## src/rtl/can_xl_msg_sequencer.sv

```systemverilog
// ---------------------------------------------------------------------------
// can_xl_msg_sequencer
//
// Frame-level sequencer for the CAN-XL controller. It sits between the
// bit-stream logic (stuffing, CRC, bit timing) and the buffer/host side.
// It follows every frame on the bus in a small FSM and knows at each moment
// whether this node is receiving or transmitting. From that it:
//   - keeps sticky error flags for the receiver and transmitter paths,
//   - drives the ACK slot and raises overload requests,
//   - produces rx/tx success pulses,
//   - asks the host to retransmit after a failed attempt, with a retry count.
//
// Optional feature macro: RETX_LIMIT_EN
//   defined   : retries are limited by retx_max (0 = unlimited). When the
//               limit is reached, retx_abort pulses instead of re_tran.
//   undefined : retx_max is ignored, retx_abort is always 0.
//
// Ports
//   clk                  system clock
//   g_rst                asynchronous reset, active-high
//   stf_err, frm_err,
//   pcrc_err, fcrc_err   receiver-side error strobes
//   bt_err, ack_err      transmitter-side error strobes
//   rcvd_eof_flg         rx end-of-frame complete strobe
//   rcvd_lst_bit_ifs     rx last IFS bit strobe
//   dt_rm_eof_tx_cmp     tx end-of-frame complete strobe
//   txed_lst_bit_ifs     tx last IFS bit strobe
//   ovld_err_tx_cmp      overload/error frame transmission complete
//   act_err_frm_tx,
//   psv_err_frm_tx       error frame in progress (either one = error frame)
//   rcvd_data_len        decoded data-field length in bits
//   rcvd_bt_cnt          bit index inside the current frame
//   de_stuff             current bit is a stuff bit
//   serial_in            sampled bus level (0 = dominant)
//   arbtr_sts            1 = arbitration won / node transmitting
//   msg_due_tx           host transmit request (held while message pending)
//   tx_buff_busy         transmit buffer holds a message
//   rx_buff_wrtn         per-buffer "full, unread" flags
//   retx_max             retry limit (0 = unlimited)
//   bt_ack_err_pre       sticky transmitter error flag
//   stf_frm_crc_err_pre  sticky receiver error flag
//   rx_success           one-cycle pulse: frame received correctly
//   tx_success           one-cycle pulse: frame transmitted correctly
//   re_tran              one-cycle pulse: retransmit the pending message
//   send_ack             drive dominant ACK in this bit
//   txmtr                node is transmitter of the current frame
//   over_ld              one-cycle overload request
//   frm_state            FSM state: 0 IDLE, 1 RX, 2 TX, 3 ERR, 4 OVLD
//   retx_cnt             retries done for the current message
//   retx_abort           one-cycle pulse: retry limit reached, message dropped
// ---------------------------------------------------------------------------
module can_xl_msg_sequencer #(
    parameter int BT_CNT_W    = 15,
    parameter int LEN_W       = 14,
    parameter int HDR_BITS    = 98,
    parameter int ACK_OFS     = 38,
    parameter int OVLD_OFS    = 48,
    parameter int OVLD_WIN    = 3,
    parameter int ARB_END_BIT = 17,
    parameter int NUM_RX_BUF  = 2,
    parameter int RETX_W      = 4
) (
    input  logic                  clk,
    input  logic                  g_rst,
    input  logic                  stf_err,
    input  logic                  frm_err,
    input  logic                  pcrc_err,
    input  logic                  fcrc_err,
    input  logic                  bt_err,
    input  logic                  ack_err,
    input  logic                  rcvd_eof_flg,
    input  logic                  rcvd_lst_bit_ifs,
    input  logic                  dt_rm_eof_tx_cmp,
    input  logic                  txed_lst_bit_ifs,
    input  logic                  ovld_err_tx_cmp,
    input  logic                  act_err_frm_tx,
    input  logic                  psv_err_frm_tx,
    input  logic [LEN_W-1:0]      rcvd_data_len,
    input  logic [BT_CNT_W-1:0]   rcvd_bt_cnt,
    input  logic                  de_stuff,
    input  logic                  serial_in,
    input  logic                  arbtr_sts,
    input  logic                  msg_due_tx,
    input  logic                  tx_buff_busy,
    input  logic [NUM_RX_BUF-1:0] rx_buff_wrtn,
    input  logic [RETX_W-1:0]     retx_max,
    output logic                  bt_ack_err_pre,
    output logic                  stf_frm_crc_err_pre,
    output logic                  rx_success,
    output logic                  tx_success,
    output logic                  re_tran,
    output logic                  send_ack,
    output logic                  txmtr,
    output logic                  over_ld,
    output logic [2:0]            frm_state,
    output logic [RETX_W-1:0]     retx_cnt,
    output logic                  retx_abort
);

    // Bit positions are compared one bit wider than the widest operand so
    // that header + length + offset can never wrap around.
    localparam int EXT_W = ((BT_CNT_W > LEN_W) ? BT_CNT_W : LEN_W) + 1;

    localparam logic [EXT_W-1:0] ACK_BASE  = EXT_W'(HDR_BITS + ACK_OFS);
    localparam logic [EXT_W-1:0] OVLD_BASE = EXT_W'(HDR_BITS + OVLD_OFS);
    localparam logic [EXT_W-1:0] OVLD_SPAN = EXT_W'(OVLD_WIN - 1);
    localparam logic [EXT_W-1:0] ARB_POS   = EXT_W'(ARB_END_BIT);
    localparam logic [EXT_W-1:0] SOF_POS   = EXT_W'(1);

    typedef enum logic [2:0] {
        IDLE = 3'd0,
        RX   = 3'd1,
        TX   = 3'd2,
        ERR  = 3'd3,
        OVLD = 3'd4
    } frm_state_t;

    frm_state_t state;
    frm_state_t state_nxt;

    // Internal registers: pending-message latch, previous host request for
    // edge detection, and "EOF reached cleanly" markers per direction.
    logic due;
    logic msg_due_d;
    logic rx_eof_ok;
    logic tx_eof_ok;

    logic              due_nxt;
    logic              rx_eof_ok_nxt;
    logic              tx_eof_ok_nxt;
    logic              txmtr_nxt;
    logic              stf_nxt;
    logic              bta_nxt;
    logic              send_ack_nxt;
    logic              over_ld_nxt;
    logic              rx_success_nxt;
    logic              tx_success_nxt;
    logic              re_tran_nxt;
    logic              retx_abort_nxt;
    logic [RETX_W-1:0] retx_cnt_nxt;

    logic              err_frm;
    logic              ifs_end;
    logic              rx_err_any;
    logic              tx_err_any;
    logic              frame_clean;
    logic              flag_clr;
    logic              clean_ifs_end;
    logic              retry_fire;
    logic              limit_hit;
    logic              msg_new;
    logic [EXT_W-1:0]  cnt_ext;
    logic [EXT_W-1:0]  ack_pos;
    logic [EXT_W-1:0]  ovld_lo;
    logic [EXT_W-1:0]  ovld_hi;

    assign frm_state = state;

    // Shared decode of the incoming strobes and the frame bit positions.
    always_comb begin
        err_frm     = act_err_frm_tx | psv_err_frm_tx;
        ifs_end     = rcvd_lst_bit_ifs | txed_lst_bit_ifs;
        rx_err_any  = stf_err | frm_err | pcrc_err | fcrc_err;
        tx_err_any  = bt_err | ack_err;
        frame_clean = ~err_frm & ~rx_err_any & ~tx_err_any
                      & ~stf_frm_crc_err_pre & ~bt_ack_err_pre;
        flag_clr    = ovld_err_tx_cmp
                      | ((rcvd_eof_flg | dt_rm_eof_tx_cmp | ifs_end) & ~err_frm);
        msg_new     = msg_due_tx & ~msg_due_d;
        cnt_ext     = EXT_W'(rcvd_bt_cnt);
        ack_pos     = EXT_W'(rcvd_data_len) + ACK_BASE;
        ovld_lo     = EXT_W'(rcvd_data_len) + OVLD_BASE;
        ovld_hi     = ovld_lo + OVLD_SPAN;
    end

    // State register: a reset anywhere in a frame returns straight to IDLE.
    always_ff @(posedge clk or posedge g_rst) begin
        if (g_rst) begin
            state <= IDLE;
        end else begin
            state <= state_nxt;
        end
    end

    // Next-state logic. Inside an active frame an error frame beats an
    // overload request, which in turn beats the end of the IFS.
    always_comb begin
        state_nxt = state;
        case (state)
            IDLE: begin
                if (cnt_ext == SOF_POS) begin
                    state_nxt = RX;
                end
            end
            RX: begin
                if (err_frm) begin
                    state_nxt = ERR;
                end else if (over_ld) begin
                    state_nxt = OVLD;
                end else if ((cnt_ext == ARB_POS) && arbtr_sts) begin
                    state_nxt = TX;
                end else if (ifs_end) begin
                    state_nxt = IDLE;
                end
            end
            TX: begin
                if (err_frm) begin
                    state_nxt = ERR;
                end else if (over_ld) begin
                    state_nxt = OVLD;
                end else if (ifs_end) begin
                    state_nxt = IDLE;
                end
            end
            ERR, OVLD: begin
                if (ovld_err_tx_cmp) begin
                    state_nxt = IDLE;
                end
            end
            default: begin
                state_nxt = IDLE;
            end
        endcase
    end

    // Output logic: computes the value every registered output takes on the
    // next edge. The success pulses are decided before the retry logic,
    // because a successful frame end must not also count as a retry point.
    always_comb begin
        // txmtr is set when arbitration is won and held through a possible
        // error/overload frame until the sequencer returns to IDLE.
        txmtr_nxt = txmtr;
        if (state_nxt == IDLE) begin
            txmtr_nxt = 1'b0;
        end else if ((state == RX) && (state_nxt == TX)) begin
            txmtr_nxt = 1'b1;
        end

        // Sticky error flags; a clear in the same cycle as a set wins.
        stf_nxt = stf_frm_crc_err_pre | (rx_err_any & ~arbtr_sts);
        bta_nxt = bt_ack_err_pre | (tx_err_any & arbtr_sts);
        if (flag_clr) begin
            stf_nxt = 1'b0;
            bta_nxt = 1'b0;
        end

        // Remember a clean EOF until the matching IFS end, per direction.
        rx_eof_ok_nxt = (state_nxt == RX)
                        & (rx_eof_ok | ((state == RX) & rcvd_eof_flg & frame_clean));
        tx_eof_ok_nxt = (state_nxt == TX)
                        & (tx_eof_ok | ((state == TX) & dt_rm_eof_tx_cmp & frame_clean));

        rx_success_nxt = (state == RX) & rcvd_lst_bit_ifs & rx_eof_ok & ~err_frm;
        tx_success_nxt = (state == TX) & txed_lst_bit_ifs & tx_eof_ok & ~err_frm;

        send_ack_nxt = ~txmtr & ~stf_frm_crc_err_pre & ~de_stuff & (cnt_ext == ack_pos);

        // Overload when every receive buffer is still full as a new frame
        // completes, or on a dominant bit inside the overload window.
        over_ld_nxt = (rx_success & (&rx_buff_wrtn))
                      | (~serial_in & (cnt_ext >= ovld_lo) & (cnt_ext <= ovld_hi));

        // A retry point is the end of an error/overload frame, or an IFS end
        // that did not complete our own transmission successfully.
        clean_ifs_end = ifs_end & ~err_frm & ~tx_success_nxt;
        retry_fire    = due & tx_buff_busy & (clean_ifs_end | ovld_err_tx_cmp);

`ifdef RETX_LIMIT_EN
        limit_hit = (retx_max != '0) && (retx_cnt == retx_max);
`else
        limit_hit = 1'b0;
`endif

        re_tran_nxt    = retry_fire & ~limit_hit;
        retx_abort_nxt = retry_fire & limit_hit;

        // The pending latch is re-armed on a new host request. When a retry
        // fires while the host still holds its request, the message remains
        // pending for the next attempt.
        due_nxt = due;
        if (retx_abort_nxt || tx_success_nxt) begin
            due_nxt = 1'b0;
        end else if (msg_new) begin
            due_nxt = 1'b1;
        end else if (re_tran_nxt) begin
            due_nxt = msg_due_tx;
        end

        // Retry counter: a retry in the same cycle as a new request wins
        // over the restart of the count.
        retx_cnt_nxt = retx_cnt;
        if (retx_abort_nxt || tx_success_nxt) begin
            retx_cnt_nxt = '0;
        end else if (re_tran_nxt) begin
            if (retx_cnt != '1) begin
                retx_cnt_nxt = retx_cnt + RETX_W'(1);
            end
        end else if (msg_new) begin
            retx_cnt_nxt = '0;
        end
    end

`ifndef RETX_LIMIT_EN
    logic unused_retx_max;
    assign unused_retx_max = ^retx_max;
`endif

    // Output and internal register bank; reset clears everything so no
    // pulse can leak out of an interrupted frame.
    always_ff @(posedge clk or posedge g_rst) begin
        if (g_rst) begin
            txmtr               <= 1'b0;
            stf_frm_crc_err_pre <= 1'b0;
            bt_ack_err_pre      <= 1'b0;
            send_ack            <= 1'b0;
            over_ld             <= 1'b0;
            rx_success          <= 1'b0;
            tx_success          <= 1'b0;
            re_tran             <= 1'b0;
            retx_abort          <= 1'b0;
            retx_cnt            <= '0;
            due                 <= 1'b0;
            msg_due_d           <= 1'b0;
            rx_eof_ok           <= 1'b0;
            tx_eof_ok           <= 1'b0;
        end else begin
            txmtr               <= txmtr_nxt;
            stf_frm_crc_err_pre <= stf_nxt;
            bt_ack_err_pre      <= bta_nxt;
            send_ack            <= send_ack_nxt;
            over_ld             <= over_ld_nxt;
            rx_success          <= rx_success_nxt;
            tx_success          <= tx_success_nxt;
            re_tran             <= re_tran_nxt;
            retx_abort          <= retx_abort_nxt;
            retx_cnt            <= retx_cnt_nxt;
            due                 <= due_nxt;
            msg_due_d           <= msg_due_tx;
            rx_eof_ok           <= rx_eof_ok_nxt;
            tx_eof_ok           <= tx_eof_ok_nxt;
        end
    end

endmodule

```

## config.mk

```make
export PLATFORM = sky130hd
export DESIGN_NAME = can_xl_msg_sequencer
export DESIGN_NICKNAME = d
export VERILOG_FILES = /design/src/rtl/can_xl_msg_sequencer.sv
export SDC_FILE = /design/constraint.sdc
export NUM_CORES = 1
export LEC_CHECK = 0
export CAP_MARGIN = 20
export CORE_ASPECT_RATIO = 1.5
export CORE_MARGIN = 8
export CORE_UTILIZATION = 49
export CTS_CLUSTER_DIAMETER = 30
export DETAILED_ROUTE_END_ITERATION = 10
export PLACE_DENSITY_LB_ADDON = 0.3
export SETUP_SLACK_MARGIN = 0.5
export SYNTH_ARGS = -nofsm -noshare
export SYNTH_HDL_FRONTEND = slang
export SYNTH_SLANG_ARGS = --single-unit
```

## constraint.sdc

```tcl
create_clock -name clk -period 2.2 [get_ports clk]
set_input_delay 0.33 -clock clk [delete_from_list [all_inputs] [get_ports clk]]
set_output_delay 0.33 -clock clk [all_outputs]
set_load 0.01 [all_outputs]
```

======== Word-level counts from Yosys, hierarchy flattened ========
Index checks and enable logic that the tools add are counted.
Widths: inputs -> output; s select.
storage, ports and cells
  output and inout bits ................... 16
  bits in registers ....................... 19
  bits of input ports ..................... 55
  word-level logic and storage cells ...... 116
operators by class
  bitwise logic cells ..................... 56
  mux-type cells .......................... 20
  equal/unequal tests ..................... 11
  $lt $le $gt $ge ......................... 2
  $add $sub $neg .......................... 4
  reduce and logical (&&, ||, !) cells .... 9
operators with widths
  operator               count
  $add 14x8->15 const B  2
  $and 1x1->1            30
  $mux 3                 8
  $add 15x2->16 const B  1
  $le 15x16->1           1
  $mux 4                 4
  $eq 15x1->1 const B    1
  $eq 15x15->1           1
  $eq 15x5->1 const B    1
  $ge 15x15->1           1
  $or 1x1->1             15
  $pmux 3 s4             1
  $not 1->1              11
  $eq 3x2->1 const B     3
  $mux 1                 7
  $eq 3x1->1 const B     2
  $logic_not 3->1        2
  $add 4x1->4 const B    1
  $ne 4x4->1 const B     1
  $reduce_and 2->1       2
  $eq 3x3->1 const B     1
  $ne 3x2->1 const B     1
  $reduce_bool 3->1      1
  $logic_and 1x1->1      2
  2 further kinds        2

======== Depth between registers and ports, before layout ========
Gate-level depths: netlist of the first run.
  depth after elaboration ................. 11
  gate-level depth with buffers ........... 16
  mapped depth without buffers ............ 15

======== Least setup slack after synthesis of the first run ========
No wires, ideal clock.
  kind .................................... in2reg
  start ................................... input rcvd_data_len[4]
  end ..................................... register over_ld
  path buffers ............................ 1
  stages .................................. 16
  library setup time ...................... 0.079 ns
  arrival time ............................ 3.049 ns
  setup slack ............................. -0.929 ns
  required time ........................... 2.121 ns
  cells stage by stage .................... buf_6 inv_1 ha_1 a21oi_1 xnor2_1 inv_1 or4_4 nor4_2 xor2_1 ha_1 o21ai_0 nand2b_1 a21oi_1 a21oi_1 a21o_1 a2bb2oi_1
on the way
  cells in the longest elaborated chain, start to end .. 5
  elaborated cells on any way between the ends .. 7
  classes of those cells .................. add/sub: 2; order compare: 2; bitwise: 3
RTL lines
  what                                           line      text
  start: declaration                             78        input logic [LEN_W-1:0] rcvd_data_len,
  $add 14x8->15 *                                172       ovld_lo = EXT_W'(rcvd_data_len) + OVLD_BASE;
  $add 15x2->16 or $ge 15x15->1 (tied branches)  173, 261
  $le 15x16->1 or $and 1x1->1 (tied branches)    261       | (~serial_in & (cnt_ext >= ovld_lo) & (cnt_ext <= ovld_hi));
  $and 1x1->1 *                                  261
  $or 1x1->1 *                                   261
  named net over_ld_nxt                          135       logic over_ld_nxt;
  end signal: assignment                         331       over_ld <= over_ld_nxt;
  end: declaration                               94        output logic over_ld,
Mark *: on every way through the listed nets, which the timed path passes. The rest lies on a longest branch.
A chain may end at the register's enable or synchronous reset.

======== Final worst setup path of the first run ========
Ends and elaborated chain as after synthesis.

==> summary.md, run 1 <==
| Metric | Value |
|---|---|
| Slew headroom | `0.5211` |
| Dpl cells | `516` |
| Num CTS Buffers | `3` |
| Final period utilization | `1.514` |
| # IOs | `71` |
| Clk sink count | `19` |
| Cell at the slowest stage of the critical path | `and4b_2` |
| Cell Area, Synth | `2491 um2` |
| Worst Setup Start Kind | `input pin` |
| Logic gate share of total power | `0.649` |
| Slew @ Worst Pin | `0.7176 ns` |
| Delay-heaviest family, CP | `compound AO/OA/AOI/OAI gates` |
| Post-DR vias/cell | `6.641` |
| First-pass GRT wire length | `17,510 um` |
| Share of cells above drive strength 1 | `0.4042` |
| CP dominant cell by count | `buf_6` |
| Cell Count, Final, Fillers Out | `543` |
| F_max | `0.3002 GHz` |
| Synthesis-stage register bit count | `19` |
| WP data arrival | `3.52 ns` |
| CP Cell Sequence | `buf_8 -> inv_4 -> ha_4 -> buf_6 -> a211oi_4 -> nor3_2 -> and4b_2 -> o2111ai_4 -> nor4_4 -> xor2_1 -> ha_1 -> buf_6 -> a2111oi_4 -> o2111ai_1 -> a21o_1 -> a2bb2oi_2` |
| Skew final | `0.01110 ns` |
| Drt wl/cell | `24.88 um` |
| CTS root buf | `clkbuf_8` |
| Final hold violations | `0` |
| Die footprint | `7668 um2` |
| Ys flop type | `dfrtp_1` |
| # diodes | `0` |
| Ys async rst share | `1.000` |
| Final setup vio count | `1` |
| Post-synth EDFFs | `0` |
| Setup TNS Final | `-1.132 ns` |
| Initial antenna violation count | `0` |
| Commonest cells after routing, fill and taps aside | `94 x buf_4, 35 x clkdlybuf4s50_1, 30 x ha_1` |
| Starting density of the core | `0.4977` |
| Max-slew violation count | `0` |
| Residual DRC | `0` |
| Reg power frac | `0.224` |
| Synth warn | `0` |
| Layout Nets | `566` |
| Total track usage | `0.2950` |
| Maximum vdd ir drop | `273.1 uV` |
| Worst Setup Path Type | `input pin to flip-flop` |
| LEAKAGE | `2.063 nW` |
| Sw Ratio | `0.4296` |
| Violated checks | `setup timing` |
| Port bufs | `65` |
| RSZ-0062 raised after global routing | `yes` |
| Register area share after synthesis | `0.1909` |
| Syn Inst Count | `310` |
| CTS tree | `built` |
| Hold Path Class | `input pin to flip-flop` |
| Commonest non-fill, non-tap cell in the layout | `buf_4` |
| Max Root-Sink Buffers | `2` |
| Die Ht | `103.3 um` |
| Mapped Avg Cell Area | `8.036 um2` |
| Core Rows | `32` |
| Chip width | `74.22 um` |
| CP Capture Type | `flip-flop` |
| Final antenna-violating net count | `0` |
| Vias in the first global route | `3,636` |
| CORE AREA | `5005 um2` |
| Final worst slack | `-1.132 ns` |
| Fin crit period | `3.332 ns` |
| Synth cell types | `56` |
| Final wirelength | `13,510 um` |
| WP buf/inv | `4` |
| Placed wire-length estimate | `7363 um` |
| Pin count of the biggest net entering global routing | `20` |
| Fin util | `0.9105` |
| H-tree Lvls | `1` |
| Max Cap Viol | `0` |
| Gp weighted congestion | `0.8812` |
| Vias | `3,606` |
| Clock power share | `0.127` |
| P&R area growth vs syn | `82.92%` |
| Drt first pass iters | `5` |
| Worst skew pair latency | `0.28 ns` |
| Net Switching | `0.0009364 W` |
| Status | `finished with violations` |
| CP required | `2.39 ns` |
| Crit path max fanout | `2` |
| CTS clk-pin slew, worst paths | `0.09 ns` |
| Syn Nets | `400` |
| GRT Residual Overflow | `0` |
| Starting DRT DRC Count | `319` |
| Internal power | `0.001243 W` |
| Crit path largest cell delay | `0.37 ns` |
| Power per standard cell area | `478.4 nW/um2` |
flip-flops by register name (all words and copies together) (netlist names):
signal,cells
due,1
bt_ack_err_pre,1
over_ld,1
txmtr,1
retx_cnt,4
re_tran,1
tx_eof_ok,1
rx_eof_ok,1
tx_success,1
frm_state,3
rx_success,1
stf_frm_crc_err_pre,1
send_ack,1
msg_due_d,1
final timing paths:
path                                  start              to  slack [ns]  cells after the start
setup reg to reg               frm_state[0]       rx_eof_ok        0.09                      7
max in group asynchronous             g_rst    frm_state[1]        1.21                      2
hold reg to reg              bt_ack_err_pre  bt_ack_err_pre        0.55                      1
setup / recovery           rcvd_data_len[4]         over_ld       -1.13                     16
hold / removal             rcvd_lst_bit_ifs      rx_success        0.47                      3
min in group asynchronous             g_rst    frm_state[2]        0.49                      2
power groups by stage:
| stage | registers (W) | clock network, W | logic [W] |
|---|---|---|---|
| floorplan | 0.000466 | 0 | 0.000537 |
| global placement | 0.000472 | 0 | 0.000988 |
| detailed placement | 0.000478 | 0 | 0.00103 |
| CTS | 0.000475 | 0.000259 | 0.00120 |
| global route | 0.000494 | 0.000281 | 0.00148 |
| finish | 0.000489 | 0.000276 | 0.00142 |
repair_timing:
| action | in CTS | in global routing |
|---|---|---|
| setup endpoints to repair | 13 | 13 |
| resized for setup | 104 | 44 |
| buffers inserted | 17 | 6 |
| hold buffers | 0 | 0 |
| pin swaps | 34 | 26 |
| hold endpoints to repair | 0 | 0 |
area by class of cell:
| cell class | count | area [um2] |
|---|---|---|
| multi-input cells | 263 | 2365 |
| repair buffers | 171 | 1508 |
| flip-flops and latches | 19 | 478.0 |
| fillers | 203 | 447.9 |
| well taps | 68 | 85.08 |
| inverters | 18 | 72.57 |
| clock buffers | 3 | 41.29 |
| clock inverters | 1 | 7.507 |
metrics by stage:
stage          total power, W  worst slack [ns]  area [um2]  hold WS, ns
2_1_floorplan        0.001003           -0.6982        2664       0.2811
3_3_place_gp         0.001460            -1.443        3971       0.5184
3_5_place_dp         0.001510            -1.630        3971       0.5338
4_1_cts              0.001936           -0.8257        4329       0.4637
5_1_grt              0.002258            -1.231        4557       0.4971
6_report             0.002180            -1.132        4557       0.4743
cells in the mapped netlist, drive strengths merged (3+ instances only):
cell type | n | share of area
o22ai | 3 | 0.0075
ha | 35 | 0.18
nand2b | 4 | 0.010
buf | 5 | 0.016
a21oi | 19 | 0.038
xnor2 | 24 | 0.084
or4 | 4 | 0.014
nor3b | 4 | 0.012
nor3 | 7 | 0.014
nor4b | 3 | 0.011
nand3 | 11 | 0.022
o21a | 3 | 0.0090
nor2b | 5 | 0.013
clkbuf | 5 | 0.0075
a31oi | 6 | 0.015
nand4 | 7 | 0.018
dfrtp | 19 | 0.19
or2 | 4 | 0.010
o21ai | 9 | 0.018
a21o | 13 | 0.040
nor4 | 9 | 0.025
nand2 | 23 | 0.036
nor2 | 25 | 0.038
inv | 18 | 0.027
xor2 | 10 | 0.035
o31ai | 3 | 0.0090
worst register-to-register path, stage by stage (launching register included):
cell and delay (ns):
dfrtp_1 0.64, nor3b_2 0.40, nor2_1 0.11, nor2_1 0.13
a22oi_2 0.10, buf_4 0.16, buf_4 0.14, nor4_4 0.32
layer usage:
metal  routed length [um]  vias up  global-route usage
li1                     -     1483                   -
met1                 4391     1704              0.2766
met2                 6909      304              0.5489
met3                 1102      115             0.04633
met4                 1104        0              0.2288
met5                    0        -                   0
kinds of logic (layout without fill, tap and decap cells):
| family | Yosys count | count (layout) | synth area share |
|---|---|---|---|
| other | 1 | 1 | 0.001505 |
| AND/OR/NAND/NOR | 115 | 115 | 0.2491 |
| AO/OA/AOI/OAI | 77 | 77 | 0.2084 |
| XOR/XNOR | 34 | 34 | 0.1195 |
| flip-flops | 19 | 19 | 0.1909 |
| multiplexers | 1 | 1 | 0.004018 |
| adder cells (fa/ha/maj) | 35 | 35 | 0.1758 |
| buffers and inverters | 28 | 193 | 0.05073 |
Note: power is estimated with default switching activity, not from simulation.
==> run 2: changes to the inputs <==
--- a/config.mk
+++ b/config.mk
@@ -13,6 +13,7 @@
 export DETAILED_ROUTE_END_ITERATION = 10
 export PLACE_DENSITY_LB_ADDON = 0.3
 export SETUP_SLACK_MARGIN = 0.5
+export SKIP_CTS_REPAIR_TIMING = 1
 export SYNTH_ARGS = -nofsm -noshare
 export SYNTH_HDL_FRONTEND = slang
 export SYNTH_SLANG_ARGS = --single-unit
==> run 2 against run 1 <==
  * The flow still finishes with violations (setup timing)
  * Combinational power is 8% lower
  * Clock-buffer cell count stayed put
  * Core utilization is 1.7 points lower
  * Sequential power hardly changed
  * Critical path type unchanged
  * Largest power group unchanged
==> summary.md, run 2 (synthesis gave the netlist of run 1 again) <==
| Metric | Value |
|---|---|
| Status | `finished with violations` |
| Violated checks | `setup timing` |
| First-pass GRT wire length | `14,070 um` |
| Pin count of the biggest net entering global routing | `20` |
| Share of cells above drive strength 1 | `0.3666` |
| Grt met2 use | `0.4450` |
| Worst Setup Start Kind | `input pin` |
| Sw Ratio | `0.4260` |
| RSZ-0062 raised after global routing | `yes` |
| CTS root buf | `clkbuf_8` |
| H-tree Lvls | `1` |
| Final antenna-violating net count | `0` |
| Max Root-Sink Buffers | `2` |
| Skew final | `0.003144 ns` |
| Worst hold path endpoint | `rx_success` |
| Num CTS Buffers | `3` |
| Chip width | `74.22 um` |
| CTS tree | `built` |
| Fill count | `219` |
| Internal power | `0.001187 W` |
| Max Cap Viol | `0` |
| Top reg by flops | `retx_cnt` |
| GRT Residual Overflow | `0` |
| WP data arrival | `3.36 ns` |
| Residual DRC | `0` |
| F_max | `0.3168 GHz` |
| Final worst slack | `-0.9564 ns` |
| Gp weighted congestion | `0.8812` |
| Reg power frac | `0.237` |
| Total track usage | `0.2304` |
| Grt peak-use layer | `met2` |
| Starting DRT DRC Count | `292` |
| Post-DR vias/cell | `6.155` |
| Slew headroom | `0.5001` |
| CORE AREA | `5005 um2` |
| # IOs | `71` |
| Commonest cells after routing, fill and taps aside | `87 x buf_4, 34 x clkdlybuf4s50_1, 27 x ha_1, 27 x dlymetal6s2s_1, 23 x nor2_1` |
| CP required | `2.41 ns` |
| R2R Path End | `rx_eof_ok` |
| Drt wl/cell | `21.66 um` |
| Port bufs | `65` |
| CP Capture Type | `flip-flop` |
| Final period utilization | `1.435` |
| Worst Setup Path Type | `input pin to flip-flop` |
| Fin util | `0.8935` |
| Max reg flops | `4` |
| Worst reg2reg path depth | `6` |
| Clock power share | `0.132` |
| Vias in the first global route | `3,195` |
| Max-slew violation count | `0` |
| Met3 capacity usage during global routing | `0.03185` |
| R2R setup slack | `0.15 ns` |
| Logic gate share of total power | `0.631` |
| Initial antenna violation count | `0` |
| CTS clk-pin slew, worst paths | `0.08 ns` |
| Final hold slack | `0.4264 ns` |
| Power per standard cell area | `462.4 nW/um2` |
| Clk sink count | `19` |
| Starting density of the core | `0.4977` |
| Net Switching | `0.0008808 W` |
| Worst skew pair latency | `0.28 ns` |
| Layout Nets | `552` |
| Final wirelength | `11,480 um` |
| Met1 Use GR | `0.2254` |
| Die footprint | `7668 um2` |
| Drt first pass iters | `5` |
| Worst hold path stage count | `3` |
| Placed wire-length estimate | `7363 um` |
| Final hold violations | `0` |
| Min-delay src | `rcvd_lst_bit_ifs` |
| Hold Path Class | `input pin to flip-flop` |
| Final setup vio count | `1` |
| P&R area growth vs syn | `79.51%` |
| Maximum vdd ir drop | `272.2 uV` |
| LEAKAGE | `2.164 nW` |
| Core Rows | `32` |
| Vias | `3,262` |
| Commonest non-fill, non-tap cell in the layout | `buf_4` |
| Crit Reg-Reg Startpoint | `frm_state[0]` |
| Die Ht | `103.3 um` |
| Slew @ Worst Pin | `0.7490 ns` |
| Fin crit period | `3.156 ns` |
| Crit path max fanout | `4` |
-- run 2: changes by cell type in the layout (fill, tap and decap cells not counted), sizes merged --
cell | previous run | this run
clkbuf | 4 | 6
clkdlybuf4s15 | 5 | 0
dlymetal6s2s | 4 | 27
dlygate4sd2 | 13 | 0
buf | 113 | 93
clkdlybuf4s50 | 35 | 34
diode | 0 | 1
-- run 2: worst max path at each step --
stage	startpoint	end	slack (ns)	cells after the start
2_1_floorplan	rcvd_data_len[4]	over_ld	-0.70	14
3_3_place_gp	rcvd_data_len[2]	over_ld	-1.44	13
3_5_place_dp	rcvd_data_len[2]	over_ld	-1.63	14
4_1_cts	rcvd_data_len[2]	over_ld	-1.37	14
5_1_grt	rcvd_data_len[3]	over_ld	-1.01	16
6_report	rcvd_data_len[3]	over_ld	-0.96	16
-- run 2: through the flow --
step	std cells	setup WS, ns	instance area, um2	total power (W)	setup TNS (ns)
final	530	-0.9564	4472	0.002068	-0.9564
after global routing	529	-1.006	4469	0.002167	-1.006
after CTS	520	-1.373	4020	0.001770	-1.843
after detailed placement	516	-1.630	3971	0.001510	-3.527
after global placement	516	-1.443	3971	0.001460	-2.743
after floorplan	310	-0.6982	2664	0.001003	-0.6982
-- run 2: cell type report --
class                           count  area, um2  share of cell area
Sequential cell                    19      478.0              0.1069
Tap cell                           68      85.08             0.01903
Multi-Input combinational cell    263       2362              0.5283
Clock inverter                      1      7.507            0.001679
Timing Repair Buffer              157       1425              0.3187
Antenna cell                        1      2.502           0.0005596
Inverter                           18      70.07             0.01567
Clock buffer                        3      41.29            0.009233
-- run 2: critical path: stages --
cell,delay (ns)
clkbuf_2,0.17
ha_2,0.21
nand2_1,0.09
xnor2_1,0.16
buf_4,0.15
nor3b_1,0.35
nand3_1,0.17
o31ai_1,0.32
nand2_1,0.11
ha_1,0.31
a21oi_1,0.19
nor2b_1,0.07
o21ai_0,0.19
o2111ai_1,0.16
a21o_1,0.22
a2bb2oi_2,0.15
-- run 2: routing by layer --
| layer | up-vias | part of all wire |
|---|---|---|
| met5 | - | 0 |
| met4 | 0 | 0.062 |
| met3 | 72 | 0.068 |
| met2 | 194 | 0.53 |
| met1 | 1549 | 0.34 |
| li1 | 1447 | - |
-- run 2: power groups by stage --
stage,Sequential [W],Clock (W),Combinational (W)
after CTS,0.000471,0.000259,0.00104
after global placement,0.000472,0,0.000988
final,0.000491,0.000273,0.00130
after floorplan,0.000466,0,0.000537
after detailed placement,0.000478,0,0.00103
after global routing,0.000496,0.000287,0.00138
==> run 3: changes to the inputs <==
--- a/config.mk
+++ b/config.mk
@@ -8,8 +8,9 @@
 export CAP_MARGIN = 20
 export CORE_ASPECT_RATIO = 1.5
 export CORE_MARGIN = 8
-export CORE_UTILIZATION = 49
-export CTS_CLUSTER_DIAMETER = 30
+export CORE_UTILIZATION = 50
+export CTS_BUF_LIST = sky130_fd_sc_hd__clkbuf_4 sky130_fd_sc_hd__clkbuf_8
+export CTS_CLUSTER_DIAMETER = 100
 export DETAILED_ROUTE_END_ITERATION = 10
 export PLACE_DENSITY_LB_ADDON = 0.3
 export SETUP_SLACK_MARGIN = 0.5
==> run 3 against run 2 <==
  * The flow still finishes with violations (setup timing)
  * Power fell by 0.69%
  * Worst setup slack gained 0.11 ns
  * Sequential share of layout area grew 0.090 points
  * Worst hold slack lost 0.018 ns
  * Critical path type unchanged
  * Largest cell class unchanged
==> summary.md, run 3 (synthesis gave the netlist of run 1 again) <==
| Metric | Value |
|---|---|
| CTS tree | `built` |
| Initial antenna violation count | `0` |
| Die footprint | `7543 um2` |
| Core Rows | `31` |
| Worst Setup Start Kind | `input pin` |
| Post-DR vias/cell | `6.553` |
| Fin util | `0.9220` |
| Max Cap Viol | `0` |
| R2R Path End | `rx_eof_ok` |
| WP buf/inv | `2` |
| R2R setup slack | `0.23 ns` |
| Maximum vdd ir drop | `286.0 uV` |
| Share of cells above drive strength 1 | `0.3815` |
| CTS root buf | `clkbuf_8` |
| Placed wire-length estimate | `7118 um` |
| Final setup vio count | `1` |
| Vias in the first global route | `3,053` |
| Placement Setup Slack | `-1.575 ns` |
| Worst setup startpoint | `rcvd_data_len[2]` |
| CTS clk-pin slew, worst paths | `0.08 ns` |
| Power per standard cell area | `463.1 nW/um2` |
| Fill count | `190` |
| Min-delay src | `rcvd_lst_bit_ifs` |
| Clk sink count | `19` |
| Drt first pass iters | `5` |
| LEAKAGE | `2.116 nW` |
| Slew headroom | `0.5136` |
| CORE AREA | `4810 um2` |
| F_max | `0.3278 GHz` |
| RSZ-0062 raised after global routing | `yes` |
| Slew @ Worst Pin | `0.7288 ns` |
| Vias | `3,473` |
| Pin count of the biggest net entering global routing | `20` |
| H-tree Lvls | `1` |
| Total track usage | `0.2168` |
| Starting DRT DRC Count | `282` |
| Crit path largest cell delay | `0.34 ns` |
| Skew final | `0.002473 ns` |
| Gp weighted congestion | `0.8792` |
| Fin crit period | `3.051 ns` |
| Max-slew violation count | `0` |
| Worst reg2reg path depth | `7` |
| Final antenna-violating net count | `0` |
| Setup TNS Final | `-0.8508 ns` |
| Final hold violations | `0` |
| Violated checks | `setup timing` |
| # IOs | `71` |
| Max reg flops | `4` |
| Port bufs | `65` |
| CP Cell Sequence | `buf_12 -> ha_4 -> buf_6 -> a211oi_4 -> nor3_2 -> and4b_1 -> o2111ai_2 -> nor4_2 -> xor2_1 -> ha_1 -> a2111oi_4 -> o2111ai_1 -> a21o_1 -> a2bb2oi_2` |
| WP data arrival | `3.25 ns` |
| Top reg by flops | `retx_cnt` |
| Status | `finished with violations` |
| Num CTS Buffers | `3` |
| Delay-heaviest family, CP | `compound AO/OA/AOI/OAI gates` |
| CP required | `2.40 ns` |
| Dpl cells | `511` |
| Final worst slack | `-0.8508 ns` |
| Chip width | `73.63 um` |
| Final wirelength | `12,580 um` |
| Max Root-Sink Buffers | `2` |
| Starting density of the core | `0.5179` |
| Worst skew pair latency | `0.27 ns` |
| Final period utilization | `1.387` |
| CP Capture Type | `flip-flop` |
| First-pass GRT wire length | `13,140 um` |
| Cell Count, Final, Fillers Out | `530` |
| Cell at the slowest stage of the critical path | `a2111oi_4` |
| Worst hold path endpoint | `rx_success` |
| Commonest non-fill, non-tap cell in the layout | `buf_4` |
| Crit path max fanout | `4` |
| Residual DRC | `0` |
| # diodes | `0` |
| Hold Path Class | `input pin to flip-flop` |
| Commonest cells after routing, fill and taps aside | `88 x buf_4, 34 x clkdlybuf4s50_1, 28 x ha_1` |
| GRT Residual Overflow | `0` |
| P&R area growth vs syn | `78.00%` |
| Worst hold path stage count | `3` |
| Crit Reg-Reg Startpoint | `frm_state[0]` |
| Drt wl/cell | `23.73 um` |
| Worst Setup Path Type | `input pin to flip-flop` |
| Die Ht | `102.5 um` |
| Layout Nets | `555` |
-- run 3: changes by cell type in the layout (fill, tap and decap cells not counted), sizes merged --
cell / delta
buf: +9
dlymetal6s2s: -7
clkbuf: +1
diode: -1
-- run 3: per-layer routing --
metal	track usage	routed length (um)	share of wire	vias up
li1	-	-	-	1449
met1	0.2000	3928	0.31	1641
met2	0.4432	6660	0.53	273
met3	0.02456	905	0.072	110
met4	0.09892	1084	0.086	0
met5	0	0	0	-
-- run 3: through the flow --
step                cell area [um2]  hold slack (ns)  total power [W]
finish                         4434           0.4081         0.002054
global route                   4434           0.3939         0.002136
CTS                            3983           0.5037         0.001764
detailed placement             3934           0.5378         0.001514
global placement               3934           0.5157         0.001469
floorplan                      2664           0.2811         0.001003
-- run 3: layout make-up --
class	count	area [um2]	area share
Sequential cell	19	478.0	0.1078
Multi-Input combinational cell	263	2306	0.5200
Inverter	18	70.07	0.01580
Tap cell	66	82.58	0.01862
Clock buffer	3	41.29	0.009312
Timing Repair Buffer	160	1449	0.3267
Clock inverter	1	7.507	0.001693
-- run 3: how the worst max path moves through the flow --
stage	slack, ns	cells after the start	end
6_report	-0.85	14	over_ld
5_1_grt	-0.98	14	over_ld
4_1_cts	-1.32	14	over_ld
3_5_place_dp	-1.57	14	over_ld
3_3_place_gp	-1.41	11	over_ld
2_1_floorplan	-0.70	14	over_ld
-- run 3: power breakdown --
group	switching, W	leakage (nW)	internal [W]
registers	0.0000887	0.249	0.000398
clock network	0.000137	0.0217	0.000128
logic	0.000636	1.84	0.000666
total	0.000861	2.12	0.00119
-- run 3: worst reg2reg max path, stage by stage, from the launching register on --
cell and delay [ns]:
dfrtp_2 0.51, nor3b_1 0.32, buf_4 0.19, nor2_1 0.04, nor2_1 0.14, a22oi_2 0.13
buf_4 0.16, nor4_2 0.36
